File: src/rtl/cmd_responder.sv
// cmd_responder: answers the host four-phase cmd handshake, range-checks the command and launches one pipeline op.
// Latency: cmd_valid seen at edge E -> cmd_ack/start/busy high after E+2; cmd_ack drops on the edge cmd_valid is seen low.
// Backpressure: requests are sampled only in IDLE; a request raised during an operation waits unacknowledged until it ends.
module cmd_responder #(
    parameter int ANGLE_MAX = 90,
    parameter int TIMEOUT   = 1048575
) (
    input  logic       clk,
    input  logic       rst,
    input  logic [3:0] cmd,
    input  logic [7:0] cmd_data,
    input  logic       cmd_valid,
    input  logic       done,
    output logic       cmd_ack,
    output logic       busy,
    output logic       start,
    output logic [3:0] op,
    output logic [7:0] op_arg,
    output logic       error,
    output logic [1:0] err_code
);

    typedef enum logic [1:0] {
        ST_IDLE   = 2'd0,
        ST_DECODE = 2'd1,
        ST_ACK    = 2'd2,
        ST_RUN    = 2'd3
    } state_t;

    localparam logic [3:0]  OP_ROTATE    = 4'd0;
    localparam logic [3:0]  OP_GRAYSCALE = 4'd1;
    localparam logic [3:0]  OP_RM_GREEN  = 4'd2;
    localparam logic [3:0]  OP_CLEAR     = 4'd3;

    localparam logic [1:0]  ERR_OPCODE   = 2'd1;
    localparam logic [1:0]  ERR_RANGE    = 2'd2;
    localparam logic [1:0]  ERR_TIMEOUT  = 2'd3;

    // Watchdog terminal value; the fault fires on the busy edge that sees this count.
    localparam logic [19:0] LP_WD_LAST   = 20'(TIMEOUT - 1);
    localparam logic [31:0] LP_ANGLE_MAX = ANGLE_MAX;

    state_t      r_state;

    // Flopped copy of the host bus; IDLE works from these so decode never sees a raw async-ish input.
    logic        r_vld_q;
    logic [3:0]  r_cmd_q;
    logic [7:0]  r_data_q;

    // Command latched on the IDLE->DECODE transition.
    logic [3:0]  r_cmd;
    logic [7:0]  r_data;

    logic [19:0] r_wdog;

    logic        w_arg_ok;
    logic        w_launch;
    logic        w_done_take;
    logic        w_wd_expire;
    logic        w_busy_end;

    // Register the host request bus once before the FSM looks at it.
    always_ff @(posedge clk) begin
        if (rst) begin
            r_vld_q  <= 1'b0;
            r_cmd_q  <= '0;
            r_data_q <= '0;
        end else begin
            r_vld_q  <= cmd_valid;
            r_cmd_q  <= cmd;
            r_data_q <= cmd_data;
        end
    end

    assign w_arg_ok    = ({24'd0, r_data} <= LP_ANGLE_MAX);
    assign w_launch    = ((r_cmd == OP_ROTATE) && w_arg_ok) ||
                         (r_cmd == OP_GRAYSCALE) ||
                         (r_cmd == OP_RM_GREEN);
    // done only matters while an operation is in flight; done wins over a coincident expiry.
    assign w_done_take = busy && done;
    assign w_wd_expire = busy && !done && (r_wdog == LP_WD_LAST);
    assign w_busy_end  = w_done_take || w_wd_expire;

    // Command FSM with registered outputs, watchdog and sticky fault reporting.
    always_ff @(posedge clk) begin
        if (rst) begin
            r_state  <= ST_IDLE;
            r_cmd    <= '0;
            r_data   <= '0;
            r_wdog   <= '0;
            cmd_ack  <= 1'b0;
            busy     <= 1'b0;
            start    <= 1'b0;
            op       <= '0;
            op_arg   <= '0;
            error    <= 1'b0;
            err_code <= '0;
        end else begin
            start <= 1'b0;

            if (busy) begin
                r_wdog <= r_wdog + 20'd1;
            end

            if (w_done_take) begin
                busy <= 1'b0;
            end else if (w_wd_expire) begin
                busy     <= 1'b0;
                error    <= 1'b1;
                err_code <= ERR_TIMEOUT;
            end

            case (r_state)
                ST_IDLE: begin
                    if (r_vld_q) begin
                        r_cmd   <= r_cmd_q;
                        r_data  <= r_data_q;
                        r_state <= ST_DECODE;
                    end
                end

                ST_DECODE: begin
                    cmd_ack <= 1'b1;
                    r_state <= ST_ACK;
                    if (w_launch) begin
                        op     <= r_cmd;
                        op_arg <= r_data;
                        start  <= 1'b1;
                        busy   <= 1'b1;
                        r_wdog <= '0;
                    end else if (r_cmd == OP_CLEAR) begin
                        error    <= 1'b0;
                        err_code <= '0;
                    end else begin
                        error    <= 1'b1;
                        err_code <= (r_cmd == OP_ROTATE) ? ERR_RANGE : ERR_OPCODE;
                    end
                end

                ST_ACK: begin
                    // Host must drop its request before we move on; an op that already ended skips RUN.
                    if (!cmd_valid) begin
                        cmd_ack <= 1'b0;
                        r_state <= (busy && !w_busy_end) ? ST_RUN : ST_IDLE;
                    end
                end

                ST_RUN: begin
                    if (w_busy_end) begin
                        r_state <= ST_IDLE;
                    end
                end

                default: begin
                    r_state <= ST_IDLE;
                end
            endcase
        end
    end

endmodule

File: config.mk
export PLATFORM = sky130hd
export DESIGN_NAME = cmd_responder
export DESIGN_NICKNAME = d
export VERILOG_FILES = /design/src/rtl/cmd_responder.sv
export SDC_FILE = /design/constraint.sdc
export NUM_CORES = 1
export LEC_CHECK = 0
export ABC_AREA = 0
export CAP_MARGIN = 20
export CORE_ASPECT_RATIO = 1.75
export CORE_MARGIN = 2
export CORE_UTILIZATION = 35
export CTS_CLUSTER_SIZE = 20
export DETAILED_ROUTE_END_ITERATION = 6
export GPL_ROUTABILITY_DRIVEN = 0
export HOLD_SLACK_MARGIN = 0.08
export PLACE_DENSITY = 0.58
export SLEW_MARGIN = 20
export SYNTH_ARGS = -nofsm -noshare
export SYNTH_HDL_FRONTEND = slang
export SYNTH_SLANG_ARGS = --single-unit
File: constraint.sdc
create_clock -name clk -period 1.8 [get_ports clk]
set_clock_uncertainty 0.2 [all_clocks]
set_input_delay 0.27 -clock clk [delete_from_list [all_inputs] [get_ports clk]]
set_output_delay 0.27 -clock clk [all_outputs]
set_load 0.01 [all_outputs]
==> metrics.md <==
| Metric | Value |
|---|---|
| Pin count of the biggest net entering global routing | `33` |
| Setup bufs post-CTS | `0` |
| Crit path launch type | `flip-flop` |
| Max_cap viols | `0` |
| Vias | `2141` |
| Run status | `complete, no violations` |
| Post-synth EDFFs | `0` |
| Die area | `8470 µm²` |
| Pwr dens | `1010 nW/µm²` |
| I/O Pins | `34` |
| Routed wire length | `5.64 mm` |
| Clock transition at the registers of the reported paths | `0.06 ns` |
| Setup crit end | `r_wdog[1]` |
| Share of cells above drive strength 1 | `19.9%` |
| Final setup TNS | `0 ns` |
| Worst-Skew Late Latency | `0.33 ns` |
| Initial antenna violation count | `0` |
| Critical Path Start | `r_cmd[0]` |
| FMAX | `585 MHz` |
| Diode count | `0` |
| Peak supply drop | `0.000635 V` |
| DRC Markers | `0` |
| Final net count | `359` |
| Core ar. | `7510 µm²` |
| Buffers on Ports | `33` |
| Crit path capture type | `flip-flop` |
| Die Ht | `120 µm` |
| Global Route Usage Sum | `14.1%` |
| Post-synth ARST share | `0%` |
| Sink Count | `65` |
| Footprint of the multi-input gates | `1330 µm²` |
| Crit path arrival time | `1.72 ns` |
| Avg WL per Cell | `13.0 µm` |
| CTS root buf | `clkbuf_16` |
| Worst r2r dst | `r_wdog[1]` |
| Primary FF master, synth | `dfxtp_1` |
| Synthesized instance count | `286` |
| HP Class | `input port to flip-flop` |
| Synth warn | `0` |
| Vias in the first global route | `1979` |
| Post-synthesis sequential area ratio | `48.1%` |
| CTS tree | `done` |
| CTS Hold Buffers Added | `0` |
| Die X | `70.4 µm` |
| First-pass GRT wire length | `9.28 mm` |
| Final hold violation count | `0` |
| Post-DP HPWL | `3.89 mm` |
| CTS Buf Count | `9` |
| Syn Nets | `304` |
| Placed cells | `417` |
| Setup CP Type | `flip-flop to flip-flop` |
| Final period util | `94.9%` |
| Static Leak | `1.33 nW` |
| Drt via density | `4.93` |
| Standard-cell row count | `42` |
| Synth unique cells | `42` |
| Final worst slack | `0.0911 ns` |
| Clock Path Buffers | `2` |
| Synth Register Bits | `65` |
| 1st-pass router iterations | `4` |
| Reg2Reg Depth | `5` |
| Worst hold margin | `0.167 ns` |
| CP max FO | `16` |
| Final setup fails | `0` |
| Post-Syn Area | `2700 µm²` |
| Rel. slew slack | `71.6%` |
| Grt total ovfl | `0` |
| Max Slew Vio Count | `0` |
| R2r setup slk | `0.09 ns` |
| Crit Reg-Reg Startpoint | `r_cmd[0]` |
| Fin cells | `434` |
| Critical Path RT | `1.81 ns` |
| Register Area | `1310 µm²` |
| Initial core utilization | `36.0%` |
| Final antenna-violating net count | `0` |
| Minimum clock period | `1.71 ns` |
| Layout area overhead | `36.2%` |
| Htree depth | `3` |
| First DRT Iteration DRCs | `85` |
| Fill cells | `693` |
| Worst-margin pin slew | `0.426 ns` |
| Pre-CTS setup slack | `-0.185 ns` |
| Post-synthesis average cell area | `9.45 µm²` |
-- power by group --
group          internal, mW  leakage (nW)  switching [mW]
Combinational         0.168         0.648           0.161
Clock                  1.25         0.151           0.645
Sequential             1.49         0.530          0.0263
-- area by class of cell --
type | instances | share of cell area [%]
multi-input cells | 199 | 36.1
flip-flops and latches | 65 | 35.4
repair buffers | 61 | 16.0
clock buffers | 10 | 6.49
well taps | 88 | 2.99
clock inverters | 6 | 2.48
inverters | 5 | 0.510
-- kinds of logic after synthesis --
group                      Yosys count  share of synthesized area (%)
and+or+nand+nor                    128                           26.9
DFF                                 65                           48.1
AOI/OAI and AO/OA                   48                           12.7
buffers and inverters               22                           3.98
xor gates and xnor gates            11                           3.56
muxes                               10                           3.70
adders and majority gates            2                          0.926
-- synthesized netlist by cell type, types with 2 or more instances --
| library cell | count | area share, % |
|---|---|---|
| nor3_1 | 12 | 2.2 |
| ha_1 | 2 | 0.93 |
| dfxtp_1 | 65 | 48 |
| nand4_1 | 6 | 1.4 |
| inv_1 | 5 | 0.69 |
| o21ai_0 | 10 | 1.9 |
| nand2b_1 | 22 | 5.1 |
| nand4_4 | 2 | 1.6 |
| and3_1 | 2 | 0.46 |
| a221oi_2 | 2 | 1.1 |
| a21oi_1 | 16 | 3.0 |
| buf_4 | 4 | 1.1 |
| nand3_1 | 6 | 1.1 |
| and4_1 | 2 | 0.65 |
| a31o_2 | 2 | 0.65 |
| and2_1 | 5 | 1.2 |
| xor2_1 | 7 | 2.3 |
| nand2_1 | 29 | 4.0 |
| mux2i_1 | 10 | 3.7 |
| a211oi_2 | 4 | 1.9 |
| buf_2 | 2 | 0.37 |
| nor3b_1 | 2 | 0.56 |
| xnor2_1 | 4 | 1.3 |
| nor2_1 | 10 | 1.4 |
| nor2b_1 | 16 | 3.7 |
| or2_2 | 2 | 0.46 |
| a211oi_1 | 5 | 1.4 |
| or3_1 | 8 | 1.9 |
| clkbuf_1 | 10 | 1.4 |
| and3_2 | 2 | 0.56 |
-- layer usage --
metal	global-route usage (%)	part of all wire [%]	vias to the layer above
met3	4.00	3.1	8
met5	0	0	-
met4	7.57	2.4	0
met1	15.4	42	1000
li1	-	-	1102
met2	24.2	52	31
-- sequential cells by signal (all words and copies together), names as in the netlist --
name,flops
r_data_q,8
r_data,8
r_vld_q,1
busy,1
err_code,2
r_state,2
error,1
r_cmd_q,4
op_arg,8
start,1
cmd_ack,1
r_wdog,20
r_cmd,4
op,4
-- critical path, cell delays in order, from the launching register on --
cell and delay, ns:
dfxtp_1 0.31, nor2_2 0.20, o21ai_2 0.12, o211a_4 0.29
buf_12 0.16, a2111oi_1 0.31
-- layout by cell type, fill, tap and decap left out, drive strengths merged, types with 3 or more instances in the layout --
cell type / count
a211oi: 9
a21oi: 16
a221oi: 3
and2: 5
and3: 4
buf: 28
clkbuf: 11
clkdlybuf4s50: 31
clkinvlp: 3
dfxtp: 65
inv: 5
mux2i: 10
nand2: 29
nand2b: 22
nand3: 6
nand4: 8
nor2: 10
nor2b: 16
nor3: 13
o21ai: 11
or3: 8
xnor2: 4
xor2: 7
-- through the flow --
stage | total power, mW | instance area (µm²) | util (%)
2_1_floorplan | 1.72 | 2700 | -
3_3_place_gp | 1.84 | 3290 | 43.8
3_5_place_dp | 1.85 | 3290 | 43.8
4_1_cts | 3.75 | 3620 | 48.2
5_1_grt | 3.86 | 3680 | 49.0
6_report | 3.74 | 3680 | 49.0
-- how the worst min path moves through the flow --
stage,startpoint,end,cells past startpoint
floorplan,cmd[0],r_cmd_q[0],1
global placement,r_data_q[2],r_data[2],2
detailed placement,r_data_q[6],r_data[6],2
CTS,rst,r_data_q[3],2
global route,rst,r_data_q[3],2
finish,rst,r_data_q[4],2
-- timing repair --
action	CTS	global route
cloned	0	1
pin swaps	0	1
resized for setup	2	9
setup endpoints to repair	1	20
Note: power is estimated with default switching activity, not from simulation.
